### src/rtl/cache_fill_fsm_pkg.sv
// Shared definitions for the cache miss fill controller.
package cache_pkg;

  typedef enum logic {
    IDLE = 1'b0,
    FILL = 1'b1
  } fillStateT;

  localparam int WORDS_PER_BLOCK   = 8;
  localparam int BLOCK_OFFSET_BITS = 4;
  localparam int WORD_IDX_W        = 3;

endpackage

### src/rtl/cache_fill_fsm_if.sv
// Cache-side and memory-side signals of one fill controller.
// master: the fill controller; slave: the cache/memory environment around it.
interface cache_fill_if #(
  parameter int ADDR_W = 16,
  parameter int DATA_W = 16,
  parameter int IDX_W  = cache_pkg::WORD_IDX_W
);
  logic              miss_detected;
  logic [ADDR_W-1:0] miss_address;
  logic              memory_data_valid;
  logic [DATA_W-1:0] memory_data;
  logic              fsm_busy;
  logic              mem_read_en;
  logic [ADDR_W-1:0] memory_address;
  logic              write_data_array;
  logic [IDX_W-1:0]  word_index;
  logic [DATA_W-1:0] fill_data;
  logic              write_tag_array;

  modport master (
    input  miss_detected, miss_address, memory_data_valid, memory_data,
    output fsm_busy, mem_read_en, memory_address, write_data_array,
           word_index, fill_data, write_tag_array
  );

  modport slave (
    output miss_detected, miss_address, memory_data_valid, memory_data,
    input  fsm_busy, mem_read_en, memory_address, write_data_array,
           word_index, fill_data, write_tag_array
  );
endinterface

### src/rtl/cache_fill_fsm_fill_counter.sv
// Up-counter with synchronous clear and increment enable.
module fill_counter #(
  parameter int W = 4
) (
  input  logic         clk,
  input  logic         rst_n,
  input  logic         clr,
  input  logic         inc,
  output logic [W-1:0] count
);

  // Clear wins over increment so a new fill always starts from zero.
  always_ff @(posedge clk or negedge rst_n) begin
    if (!rst_n) begin
      count <= '0;
    end else if (clr) begin
      count <= '0;
    end else if (inc) begin
      count <= count + 1'b1;
    end
  end

endmodule

### src/rtl/cache_fill_fsm.sv
// Cache miss fill controller: stalls the CPU, streams word reads for the
// missing block, writes returned words into the data array and finally
// writes the tag. Completion is decided by counting returned valids only,
// so any memory latency works.
module cache_fill_fsm #(
  parameter int WORDS_PER_BLOCK = cache_pkg::WORDS_PER_BLOCK,
  parameter int ADDR_W          = 16,
  parameter int DATA_W          = 16
) (
  input logic          clk,
  input logic          rst_n,
  cache_fill_if.master bus
);
  import cache_pkg::*;

  localparam int IDX_W    = $clog2(WORDS_PER_BLOCK);
  localparam int CNT_W    = IDX_W + 1;
  localparam int OFFSET_W = IDX_W + 1;

  fillStateT         state;
  fillStateT         stateNext;
  logic [ADDR_W-1:0] base;
  logic              baseLoad;
  logic [CNT_W-1:0]  issueCnt;
  logic [IDX_W-1:0]  recvCnt;
  logic              inFill;
  logic              issueInc;
  logic              recvInc;
  logic              recvLast;

  assign inFill   = (state == FILL);
  assign issueInc = inFill && (issueCnt < CNT_W'(WORDS_PER_BLOCK));
  assign recvInc  = inFill && bus.memory_data_valid;
  assign recvLast = (recvCnt == IDX_W'(WORDS_PER_BLOCK - 1));

  // Counters are held at zero whenever the controller is idle.
  fill_counter #(.W(CNT_W)) u_issue_cnt (
    .clk   (clk),
    .rst_n (rst_n),
    .clr   (!inFill),
    .inc   (issueInc),
    .count (issueCnt)
  );

  fill_counter #(.W(IDX_W)) u_recv_cnt (
    .clk   (clk),
    .rst_n (rst_n),
    .clr   (!inFill),
    .inc   (recvInc),
    .count (recvCnt)
  );

  // State and block base address registers.
  always_ff @(posedge clk or negedge rst_n) begin
    if (!rst_n) begin
      state <= IDLE;
      base  <= '0;
    end else begin
      state <= stateNext;
      if (baseLoad) begin
        base <= bus.miss_address & ({ADDR_W{1'b1}} << OFFSET_W);
      end
    end
  end

  // Next-state decode and all controller outputs.
  always_comb begin
    stateNext            = state;
    baseLoad             = 1'b0;
    bus.fsm_busy         = 1'b0;
    bus.mem_read_en      = 1'b0;
    bus.memory_address   = '0;
    bus.write_data_array = 1'b0;
    bus.word_index       = '0;
    bus.fill_data        = '0;
    bus.write_tag_array  = 1'b0;
    if (state == IDLE) begin
      // Stall already in the miss cycle; forced low while reset is held.
      bus.fsm_busy = bus.miss_detected && rst_n;
      if (bus.miss_detected) begin
        baseLoad  = 1'b1;
        stateNext = FILL;
      end
    end else begin
      bus.fsm_busy         = 1'b1;
      bus.mem_read_en      = issueInc;
      bus.memory_address   = base + (ADDR_W'(issueCnt) << 1);
      bus.write_data_array = bus.memory_data_valid;
      bus.word_index       = recvCnt;
      bus.fill_data        = bus.memory_data;
      if (bus.memory_data_valid && recvLast) begin
        bus.write_tag_array = 1'b1;
        stateNext           = IDLE;
      end
    end
  end

endmodule

### src/flat_wrapper.sv
// flat-port wrapper written by rule: the top's interface ports become plain ports
module cache_fill_fsm_flat import cache_pkg::*;
#(
  parameter int WORDS_PER_BLOCK = cache_pkg::WORDS_PER_BLOCK,
  parameter int ADDR_W          = 16,
  parameter int DATA_W          = 16
)
  (clk, rst_n, bus_miss_detected, bus_miss_address, bus_memory_data_valid, bus_memory_data, bus_fsm_busy, bus_mem_read_en, bus_memory_address, bus_write_data_array, bus_word_index, bus_fill_data, bus_write_tag_array);
  cache_fill_if #(.ADDR_W(ADDR_W), .DATA_W(DATA_W), .IDX_W(3)) bus_i ();
  input logic clk;
  input logic rst_n;
  input wire logic [$bits(bus_i.miss_detected)-1:0] bus_miss_detected;
  input wire logic [$bits(bus_i.miss_address)-1:0] bus_miss_address;
  input wire logic [$bits(bus_i.memory_data_valid)-1:0] bus_memory_data_valid;
  input wire logic [$bits(bus_i.memory_data)-1:0] bus_memory_data;
  output wire logic [$bits(bus_i.fsm_busy)-1:0] bus_fsm_busy;
  output wire logic [$bits(bus_i.mem_read_en)-1:0] bus_mem_read_en;
  output wire logic [$bits(bus_i.memory_address)-1:0] bus_memory_address;
  output wire logic [$bits(bus_i.write_data_array)-1:0] bus_write_data_array;
  output wire logic [$bits(bus_i.word_index)-1:0] bus_word_index;
  output wire logic [$bits(bus_i.fill_data)-1:0] bus_fill_data;
  output wire logic [$bits(bus_i.write_tag_array)-1:0] bus_write_tag_array;
  assign bus_i.miss_detected = bus_miss_detected;
  assign bus_i.miss_address = bus_miss_address;
  assign bus_i.memory_data_valid = bus_memory_data_valid;
  assign bus_i.memory_data = bus_memory_data;
  assign bus_fsm_busy = bus_i.fsm_busy;
  assign bus_mem_read_en = bus_i.mem_read_en;
  assign bus_memory_address = bus_i.memory_address;
  assign bus_write_data_array = bus_i.write_data_array;
  assign bus_word_index = bus_i.word_index;
  assign bus_fill_data = bus_i.fill_data;
  assign bus_write_tag_array = bus_i.write_tag_array;
  cache_fill_fsm #(.WORDS_PER_BLOCK(WORDS_PER_BLOCK), .ADDR_W(ADDR_W), .DATA_W(DATA_W)) u_core (.clk(clk), .rst_n(rst_n), .bus(bus_i));
endmodule
### config.mk
export PLATFORM = sky130hd
export DESIGN_NAME = cache_fill_fsm_flat
export DESIGN_NICKNAME = d
export VERILOG_FILES = /design/src/rtl/cache_fill_fsm_pkg.sv /design/src/rtl/cache_fill_fsm_if.sv /design/src/rtl/cache_fill_fsm_fill_counter.sv /design/src/rtl/cache_fill_fsm.sv /design/src/flat_wrapper.sv
export SDC_FILE = /design/constraint.sdc
export NUM_CORES = 1
export LEC_CHECK = 0
export BUFFER_PORTS_ARGS = -buffer_cell sky130_fd_sc_hd__buf_2
export CAP_MARGIN = 20
export CORE_ASPECT_RATIO = 0.9
export CORE_MARGIN = 2
export CORE_UTILIZATION = 40
export CTS_BUF_LIST = sky130_fd_sc_hd__clkbuf_4
export DETAILED_ROUTE_END_ITERATION = 10
export HOLD_SLACK_MARGIN = 0.05
export PLACE_DENSITY = 0.78
export SYNTH_ARGS = -nofsm -noshare
export SYNTH_HDL_FRONTEND = slang
export SYNTH_SLANG_ARGS = --single-unit
### constraint.sdc
create_clock -name clk -period 1.43 [get_ports clk]
set_input_delay 0.0715 -clock clk [delete_from_list [all_inputs] [get_ports clk]]
set_output_delay 0.0715 -clock clk [all_outputs]
set_load 0.005 [all_outputs]
==> metrics.csv, run 1 <==
metric;value;unit
Layout area overhead;67.0;%
Netlist cell types;27;
wirelength, routed;3670;µm
Synth warnings;0;
status;complete, but fails checks;
Post-Place Cells;257;
Mapped Area;1250;µm²
n_diodes;0;
vias in the first global route;1239;
H-tree levels;1;
clock-pin slew of the registers on the worst-case setup and hold paths;0.11;ns
Die W;62.9;µm
area of the multi-input gates;786;µm²
final setup violation count;12;
peak supply drop;1.27;mV
fin. max-slew vios;0;
Pwr Total;3.64;mW
number of max-cap violations;0;
cell family with most CP delay;simple AND/OR/NAND/NOR gates;
power per cell area;1750;nW/µm²
All-Layer GR Usage;0.187;
GRT met2 Usage;0.343;
fin cells;285;
Pleak;1.01;nW
DR vias;1393;
Fill cells;237;
CP max-delay cell;dfrtp_1;
Worst Path Buf+Inv;1;
post-route worst setup slack;-0.450;ns
ANT nets after route;0;
first-pass GRT wire length;5280;µm
CTS buffer count;3;
placement-stage cell area;1740;µm²
largest net degree at the start of global routing;24;
failing checks;negative setup slack;
TritonRoute pass-1 iters;4;
vias per inst;4.89;
min-delay worst type;input port to flop;
Seq. cell area;502;µm²
Final period util;1.31;
Die Footprint;3580;µm²
Fmax achieved;532;MHz
Root Driver;clkbuf_4;
skew final;0.00423;ns
post-synth net total;178;
gr ovfl total;0;
#FFs+latches synth;20;
core area;3020;µm²
Yosys top cell by area;dfrtp_1;
Area contributors post-synth;dfrtp_1 (40%), and2_1 (12%), mux2_2 (8.1%);
crit-path max FO;6;
Ports;75;
RD Place Congestion;0.788;
unrepaired setup endpoints after global routing;true;
Tmin final;1.88;ns
register area share after synthesis;0.401;
fin area;2080;µm²
syn_area_per_cell;9.11;µm²
clk_lat worst skew;0.30;ns
TritonCTS clock tree;built;
drt wl/cell;12.9;µm
Remaining DRCs;0;
FP Rows;19;
startpoint types;flop;
Initial DRC Count;43;
Cells after Synth;137;
Worst path max stage delay;0.40;ns
Setup crit end kind;primary output;
initial antenna violation count;0;
routing usage on met3;0.0473;
Hold Violations, Final;0;
most used routing layer;met2;
CP Class;flop to primary output;
Finished Core Util;0.690;
die height;57.0;µm
critical-path cell list;ha_2 -> nand4_1 -> or3_4 -> a21oi_2 -> buf_2;
Worst EP required;1.36;ns
met1 usage;0.217;
Sink Count;20;
Initial Util;0.413;
HPWL after DPL;2410;µm
worst-case clock buffer depth;2;
post-synth top area share;0.401;
Final nets;285;
Buffers on Ports;69;
share of layout cells above drive strength 1;0.514;
crit path DAT;1.81;ns
registers in the layout, summed over array words and instances (netlist names):
| register | count |
|---|---|
| u_core.base | 12 |
| u_core.u_issue_cnt.count | 4 |
| u_core.u_recv_cnt.count | 3 |
| u_core.inFill | 1 |
metal layers:
layer,share of wire,routed length (µm),vias to the layer above
met5,0,0,-
met4,0.023,85,0
met3,0.056,205,12
met2,0.51,1880,66
met1,0.41,1510,649
li1,-,-,666
cells by family after synthesis:
family / count (synthesis) / synth area share
xor gates and xnor gates: 7 / 0.0491
adders and majority gates: 5 / 0.0502
DFF: 20 / 0.401
and+or+nand+nor: 65 / 0.274
AOI/OAI and AO/OA: 14 / 0.0632
buffers and inverters: 11 / 0.0381
other: 1 / 0.00301
muxes: 14 / 0.121
final timing paths:
kind,from,endpoint,slack (ns),depth (start not counted)
max,u_core.base[4],bus_memory_address[10],-0.45,5
min,bus_memory_data_valid,u_core.u_recv_cnt.count[0],0.09,3
max reg2reg,u_core.inFill,u_core.base[5],0.04,4
min reg2reg,u_core.base[15],u_core.base[15],0.55,1
max in group asynchronous,rst_n,u_core.u_issue_cnt.count[3],0.90,3
min in group asynchronous,rst_n,u_core.inFill,0.31,3
per-stage QoR:
stage	worst slack, ns	TNS [ns]	hold slack, ns
floorplan	0.0407	0	-0.224
global placement	-0.0554	-0.128	0.0846
detailed placement	-0.0995	-0.448	0.0767
CTS	-0.426	-3.17	0.0868
global route	-0.575	-4.98	0.100
finish	-0.450	-3.72	0.0893
report_power, final:
part / total (mW) / internal, mW / leakage (nW) / switching [mW]
clock: 0.299 / 0.128 / 0.0184 / 0.172
sequential: 1.11 / 0.852 / 0.238 / 0.259
combinational: 2.23 / 1.24 / 0.759 / 0.991
total: 3.64 / 2.21 / 1.01 / 1.42
cell type report:
| type | count | share of cell area |
|---|---|---|
| Clock buffer | 4 | 0.0144 |
| Inverter | 4 | 0.00721 |
| Multi-Input combinational cell | 106 | 0.377 |
| Sequential cell | 20 | 0.241 |
| Tap cell | 42 | 0.0252 |
| Timing Repair Buffer | 109 | 0.335 |
worst min-delay path, delay by kind of cell:
kind	cells	cell delay, ns
xor+xnor	1	0.07
buf+inv	1	0.14
simple gates	1	0.07
cells in the final DEF (no fill, tap or decap), types with 3 or more instances in the layout:
| cell type | instances |
|---|---|
| buf_2 | 68 |
| and2_1 | 24 |
| buf_4 | 23 |
| dfrtp_1 | 19 |
| nor2_1 | 14 |
| dlygate4sd3_1 | 14 |
| nand2_1 | 10 |
| mux2_2 | 9 |
| o21ai_0 | 7 |
| mux2i_1 | 5 |
| a21oi_2 | 4 |
| xnor2_1 | 4 |
| clkbuf_4 | 4 |
| buf_6 | 4 |
| inv_1 | 3 |
| nand4_1 | 3 |
| or3_4 | 3 |
| xor2_1 | 3 |
| ha_2 | 3 |
cell usage after synthesis, drive strengths merged:
library cell / instances
o311ai: 1
mux2: 9
buf: 3
or3: 4
clkbuf: 4
o21ai: 7
dfrtp: 20
clkinv: 1
nor2b: 2
nand2b: 2
nand4: 3
nor4: 2
and2: 24
xor2: 3
a21oi: 4
mux2i: 5
ha: 5
and3: 1
conb: 1
inv: 3
a31oi: 1
nand2: 11
xnor2: 4
nor2: 14
o41ai: 1
nand3: 2
timing repair:
item	CTS	global route
endpoints found under the setup margin	12	14
pin swaps	5	7
setup buffers	3	7
endpoints found under the hold margin	33	0
hold buffers	14	0
resized for setup	10	12
No activity file was read; power rests on OpenSTA's default activity.
==> run 2: changes to the inputs <==
--- a/config.mk
+++ b/config.mk
@@ -9,11 +9,11 @@
 export CAP_MARGIN = 20
 export CORE_ASPECT_RATIO = 0.9
 export CORE_MARGIN = 2
-export CORE_UTILIZATION = 40
-export CTS_BUF_LIST = sky130_fd_sc_hd__clkbuf_4
+export CORE_UTILIZATION = 39
 export DETAILED_ROUTE_END_ITERATION = 10
 export HOLD_SLACK_MARGIN = 0.05
-export PLACE_DENSITY = 0.78
+export PLACE_DENSITY = 0.76
+export RECOVER_POWER = 50
 export SYNTH_ARGS = -nofsm -noshare
 export SYNTH_HDL_FRONTEND = slang
 export SYNTH_SLANG_ARGS = --single-unit
==> metrics.csv, run 2 (same netlist as run 1, synthesis figures left out) <==
metric;value;unit
Setup crit start;u_core.base[4];
startpoint types;flop;
first-pass GRT wire length;5160;µm
CP Class;flop to primary output;
Sink Count;20;
clk_lat worst skew;0.30;ns
most common cell after layout, fill and taps aside;buf_2;
All-Layer GR Usage;0.182;
RD Place Congestion;0.847;
die height;57.7;µm
core area;3040;µm²
fin area;1990;µm²
Layout area overhead;59.6;%
largest net degree at the start of global routing;29;
wirelength, routed;3460;µm
Ports;75;
vias per inst;4.73;
peak supply drop;1.13;mV
Worst EP required;1.36;ns
crit-path max FO;7;
TritonRoute pass-1 iters;4;
power per cell area;1760;nW/µm²
fin cells;274;
final setup violation count;14;
register bank with the most flops;u_core.base;
share of layout cells above drive strength 1;0.474;
FP Rows;19;
Post-Place Cells;254;
setup TNS;-3.80;ns
CTS buffer count;3;
Initial Util;0.410;
Tmin final;1.86;ns
H-tree levels;1;
initial antenna violation count;0;
post-place setup slack;-0.0624;ns
Fill cells;238;
Fmax achieved;537;MHz
most frequent cells in the layout;buf_2 (68), and2_1 (24), dfrtp_1 (19), nor2_1 (14), dlygate4sd3_1 (13);
drt wl/cell;12.6;µm
Remaining DRCs;0;
ANT nets after route;0;
Buffers on Ports;69;
vias in the first global route;1204;
skew final;0.00193;ns
FF-to-FF Start;u_core.inFill;
crit path DAT;1.79;ns
Setup crit end kind;primary output;
Hold Crit Start;bus_miss_detected;
Final nets;274;
HPWL after DPL;2380;µm
Hold Violations, Final;0;
number of flip-flops in the largest register;12;
TritonCTS clock tree;built;
Die W;63.6;µm
fin. max-slew vios;0;
worst-case clock buffer depth;2;
status;complete, but fails checks;
min-delay worst type;input port to flop;
placement-stage cell area;1720;µm²
Finished Core Util;0.654;
post-route worst setup slack;-0.432;ns
gr ovfl total;0;
n_diodes;0;
clock-pin slew of the registers on the worst-case setup and hold paths;0.11;ns
number of max-cap violations;0;
failing checks;negative setup slack;
Initial DRC Count;34;
Die Footprint;3670;µm²
Final period util;1.30;
Root Driver;clkbuf_4;
biggest regs;u_core.base: 12 flops, u_core.u_issue_cnt.count: 4 flops, u_core.u_recv_cnt.count: 3 flops;
unrepaired setup endpoints after global routing;true;
DR vias;1297;
Pleak;0.979;nW
-- run 2: cell types whose count changed in the layout (fill, tap and decap cells not counted), sizes merged --
cell,delta
buf,-14
clkbuf,+4
clkinv,-1
dlygate4sd3,-1
inv,+1
-- run 2: power by group --
part	total (mW)	switching, mW	internal [mW]
Combinational	2.04	0.927	1.12
Clock	0.330	0.174	0.155
Sequential	1.13	0.282	0.851
-- run 2: what timing repair did --
action | 4_1_cts | 5_1_grt
endpoints found under the hold margin | 32 | 0
resized for setup | 6 | 14
setup buffers | 3 | 1
setup endpoints to repair | 12 | 15
cloned | 0 | 0
pin swaps | 2 | 6
hold buffers | 13 | 0
-- run 2: metrics by stage --
stage	total power [mW]	hold slack, ns
floorplan	2.12	-0.224
global placement	2.91	0.0684
detailed placement	2.95	0.0696
CTS	3.38	0.0551
global route	3.80	0.0692
finish	3.51	0.0472
-- run 2: per-layer routing --
layer  up-vias  wire [µm]  track usage
li1        644          -            -
met1       601       1450        0.199
met2        46       1740        0.361
met3         6        198       0.0291
met4         0         63       0.0590
met5         -          0            0
-- run 2: cell type report --
| cell class | instances | area [µm²] | share of cell area |
|---|---|---|---|
| clock buffer | 4 | 36.3 | 0.0182 |
| tap | 42 | 52.6 | 0.0264 |
| sequential | 20 | 502 | 0.252 |
| inverter | 4 | 15.0 | 0.00754 |
| multi-input combinational | 106 | 788 | 0.396 |
| timing repair buffer | 98 | 597 | 0.300 |
-- run 2: path summary, 6_finish.rpt --
| path | to | slack [ns] | cells past startpoint |
|---|---|---|---|
| max in group asynchronous | u_core.u_issue_cnt.count[3] | 0.68 | 3 |
| hold reg to reg | u_core.u_recv_cnt.count[1] | 0.57 | 2 |
| setup reg to reg | u_core.base[5] | 0.06 | 3 |
| setup / recovery | bus_memory_address[9] | -0.43 | 6 |
| hold / removal | u_core.inFill | 0.05 | 3 |
| min in group asynchronous | u_core.base[13] | 0.40 | 3 |
-- run 2: worst max-delay path: stages (launching register included) --
cell and delay (ns):
dfrtp_1 0.43, ha_2 0.21, nand4_1 0.13, buf_6 0.17, or3_4 0.33, a21oi_2 0.11
buf_2 0.11
==> run 3: changes to the inputs <==
--- a/config.mk
+++ b/config.mk
@@ -5,14 +5,14 @@
 export SDC_FILE = /design/constraint.sdc
 export NUM_CORES = 1
 export LEC_CHECK = 0
-export BUFFER_PORTS_ARGS = -buffer_cell sky130_fd_sc_hd__buf_2
 export CAP_MARGIN = 20
 export CORE_ASPECT_RATIO = 0.9
 export CORE_MARGIN = 2
-export CORE_UTILIZATION = 39
+export CORE_UTILIZATION = 50
 export DETAILED_ROUTE_END_ITERATION = 10
+export DONT_BUFFER_PORTS = 1
 export HOLD_SLACK_MARGIN = 0.05
-export PLACE_DENSITY = 0.76
+export PLACE_DENSITY = 0.68
 export RECOVER_POWER = 50
 export SYNTH_ARGS = -nofsm -noshare
 export SYNTH_HDL_FRONTEND = slang
==> metrics.csv, run 3 (same netlist as run 1, synthesis figures left out) <==
metric;value;unit
Root Driver;clkbuf_4;
HPWL after DPL;2160;µm
fin cells;194;
final setup violation count;13;
switching pwr;1.29;mW
most common cell after layout, fill and taps aside;dfrtp_1;
share of layout cells above drive strength 1;0.259;
n_diodes;0;
switching share of power;0.413;
DR vias;1104;
Initial DRC Count;37;
post-route worst setup slack;-0.342;ns
Ports;75;
Layout area overhead;31.5;%
H-tree levels;1;
FP Rows;17;
Comb power frac;0.543;
Finished Core Util;0.682;
fin area;1640;µm²
startpoint types;flop;
core area;2400;µm²
placement-stage cell area;1350;µm²
Tmin final;1.77;ns
failing checks;negative setup slack;
number of flip-flops in the largest register;12;
number of max-cap violations;0;
Post-Place Cells;170;
Final period util;1.24;
Die Footprint;2910;µm²
Hold Violations, Final;0;
vias in the first global route;1107;
Fill cells;205;
register bank with the most flops;u_core.base;
Power Internal;1.83;mW
CTS buffer count;3;
Rel. slew slack;0.380;
wirelength, routed;3210;µm
Worst EP required;1.36;ns
worst-case clock buffer depth;2;
clock-pin slew of the registers on the worst-case setup and hold paths;0.11;ns
status;complete, but fails checks;
largest net degree at the start of global routing;34;
Sink Count;20;
Seq. cell area;502;µm²
crit-path max FO;6;
first-pass GRT wire length;4840;µm
Setup crit end kind;primary output;
Fmax achieved;564;MHz
Initial Util;0.519;
vias per inst;5.69;
peak supply drop;1.20;mV
initial antenna violation count;0;
ANT nets after route;0;
All-Layer GR Usage;0.220;
fin. max-slew vios;0;
CP Class;flop to primary output;
biggest regs;u_core.base: 12 flops, u_core.u_issue_cnt.count: 4 flops, u_core.u_recv_cnt.count: 3 flops;
Pleak;0.702;nW
Clk network pwr share;0.104;
clk_lat worst skew;0.29;ns
unrepaired setup endpoints after global routing;true;
power per cell area;1910;nW/µm²
Final nets;208;
Reg power frac;0.353;
post-place setup slack;-0.0630;ns
area of the multi-input gates;761;µm²
TritonCTS clock tree;built;
RD Place Congestion;0.796;
gr ovfl total;0;
skew final;0.00277;ns
crit path DAT;1.70;ns
worst slew pin tran;0.927;ns
die height;51.4;µm
min-delay worst type;input port to primary output;
Remaining DRCs;0;
drt wl/cell;16.5;µm
most frequent cells in the layout;dfrtp_1 (19), and2_1 (18), dlygate4sd3_1 (15), nor2_1 (13), buf_4 (12);
TritonRoute pass-1 iters;4;
Die W;56.7;µm
Buffers on Ports;0;
==> run 3: cell types whose count changed in the layout (fill, tap and decap cells not counted), sizes merged <==
cell,previous run,this run
clkinv,0,1
inv,4,3
dlygate4sd3,13,15
buf,81,13
==> run 3: power groups by stage <==
stage          clock network (mW)  registers [mW]  logic, mW
2_1_floorplan                   0            1.09       1.04
3_3_place_gp                    0            1.07       1.40
3_5_place_dp                    0            1.09       1.47
4_1_cts                     0.336            1.08       1.61
5_1_grt                     0.352            1.14       1.92
6_report                    0.325            1.10       1.70
==> run 3: area by class of cell <==
type / instances / share of cell area
inverter: 4 / 0.00915
multi-input combinational: 106 / 0.464
clock buffer: 4 / 0.0221
timing repair buffer: 32 / 0.178
tap: 28 / 0.0214
sequential: 20 / 0.306
==> run 3: what timing repair did <==
action	in CTS	in global routing
pin swaps	3	1
buffers inserted	1	3
hold buffers	15	0
resized for setup	11	7
gates cloned	0	1
setup endpoints to repair	12	13
hold endpoints to repair	36	0
==> run 3: stage by stage <==
step | total power [mW] | hold slack (ns) | setup TNS, ns
after floorplan | 2.12 | -0.224 | 0
after global placement | 2.47 | -0.224 | 0
after detailed placement | 2.56 | -0.224 | -0.0947
after CTS | 3.03 | 0.241 | -2.29
after global routing | 3.41 | 0.265 | -4.98
final | 3.13 | 0.239 | -3.10
==> run 3: path summary, 6_finish.rpt <==
path                       depth (start not counted)  slack, ns                          end                   startpoint
max                                                4      -0.34       bus_memory_address[10]  u_core.u_issue_cnt.count[3]
min reg2reg                                        1       0.54              u_core.base[15]              u_core.base[15]
max reg2reg                                        3       0.01               u_core.base[9]                u_core.inFill
min                                                2       0.24                 bus_fsm_busy            bus_miss_detected
min in group asynchronous                          1       0.35              u_core.base[12]                        rst_n
max in group asynchronous                          1       0.45  u_core.u_issue_cnt.count[3]                        rst_n
==> run 3: worst max-delay path, stage by stage (launching register included) <==
cell,delay [ns]
dfrtp_2,0.40
ha_2,0.18
nand4_1,0.24
or3_1,0.41
a21oi_2,0.17
==> run 3: metal layers <==
layer / vias up / global-route usage / wire length, µm
met5: - / 0 / 0
met4: 0 / 0.0675 / 64
met3: 8 / 0.0405 / 189
met2: 53 / 0.442 / 1770
met1: 529 / 0.229 / 1180
li1: 514 / - / -
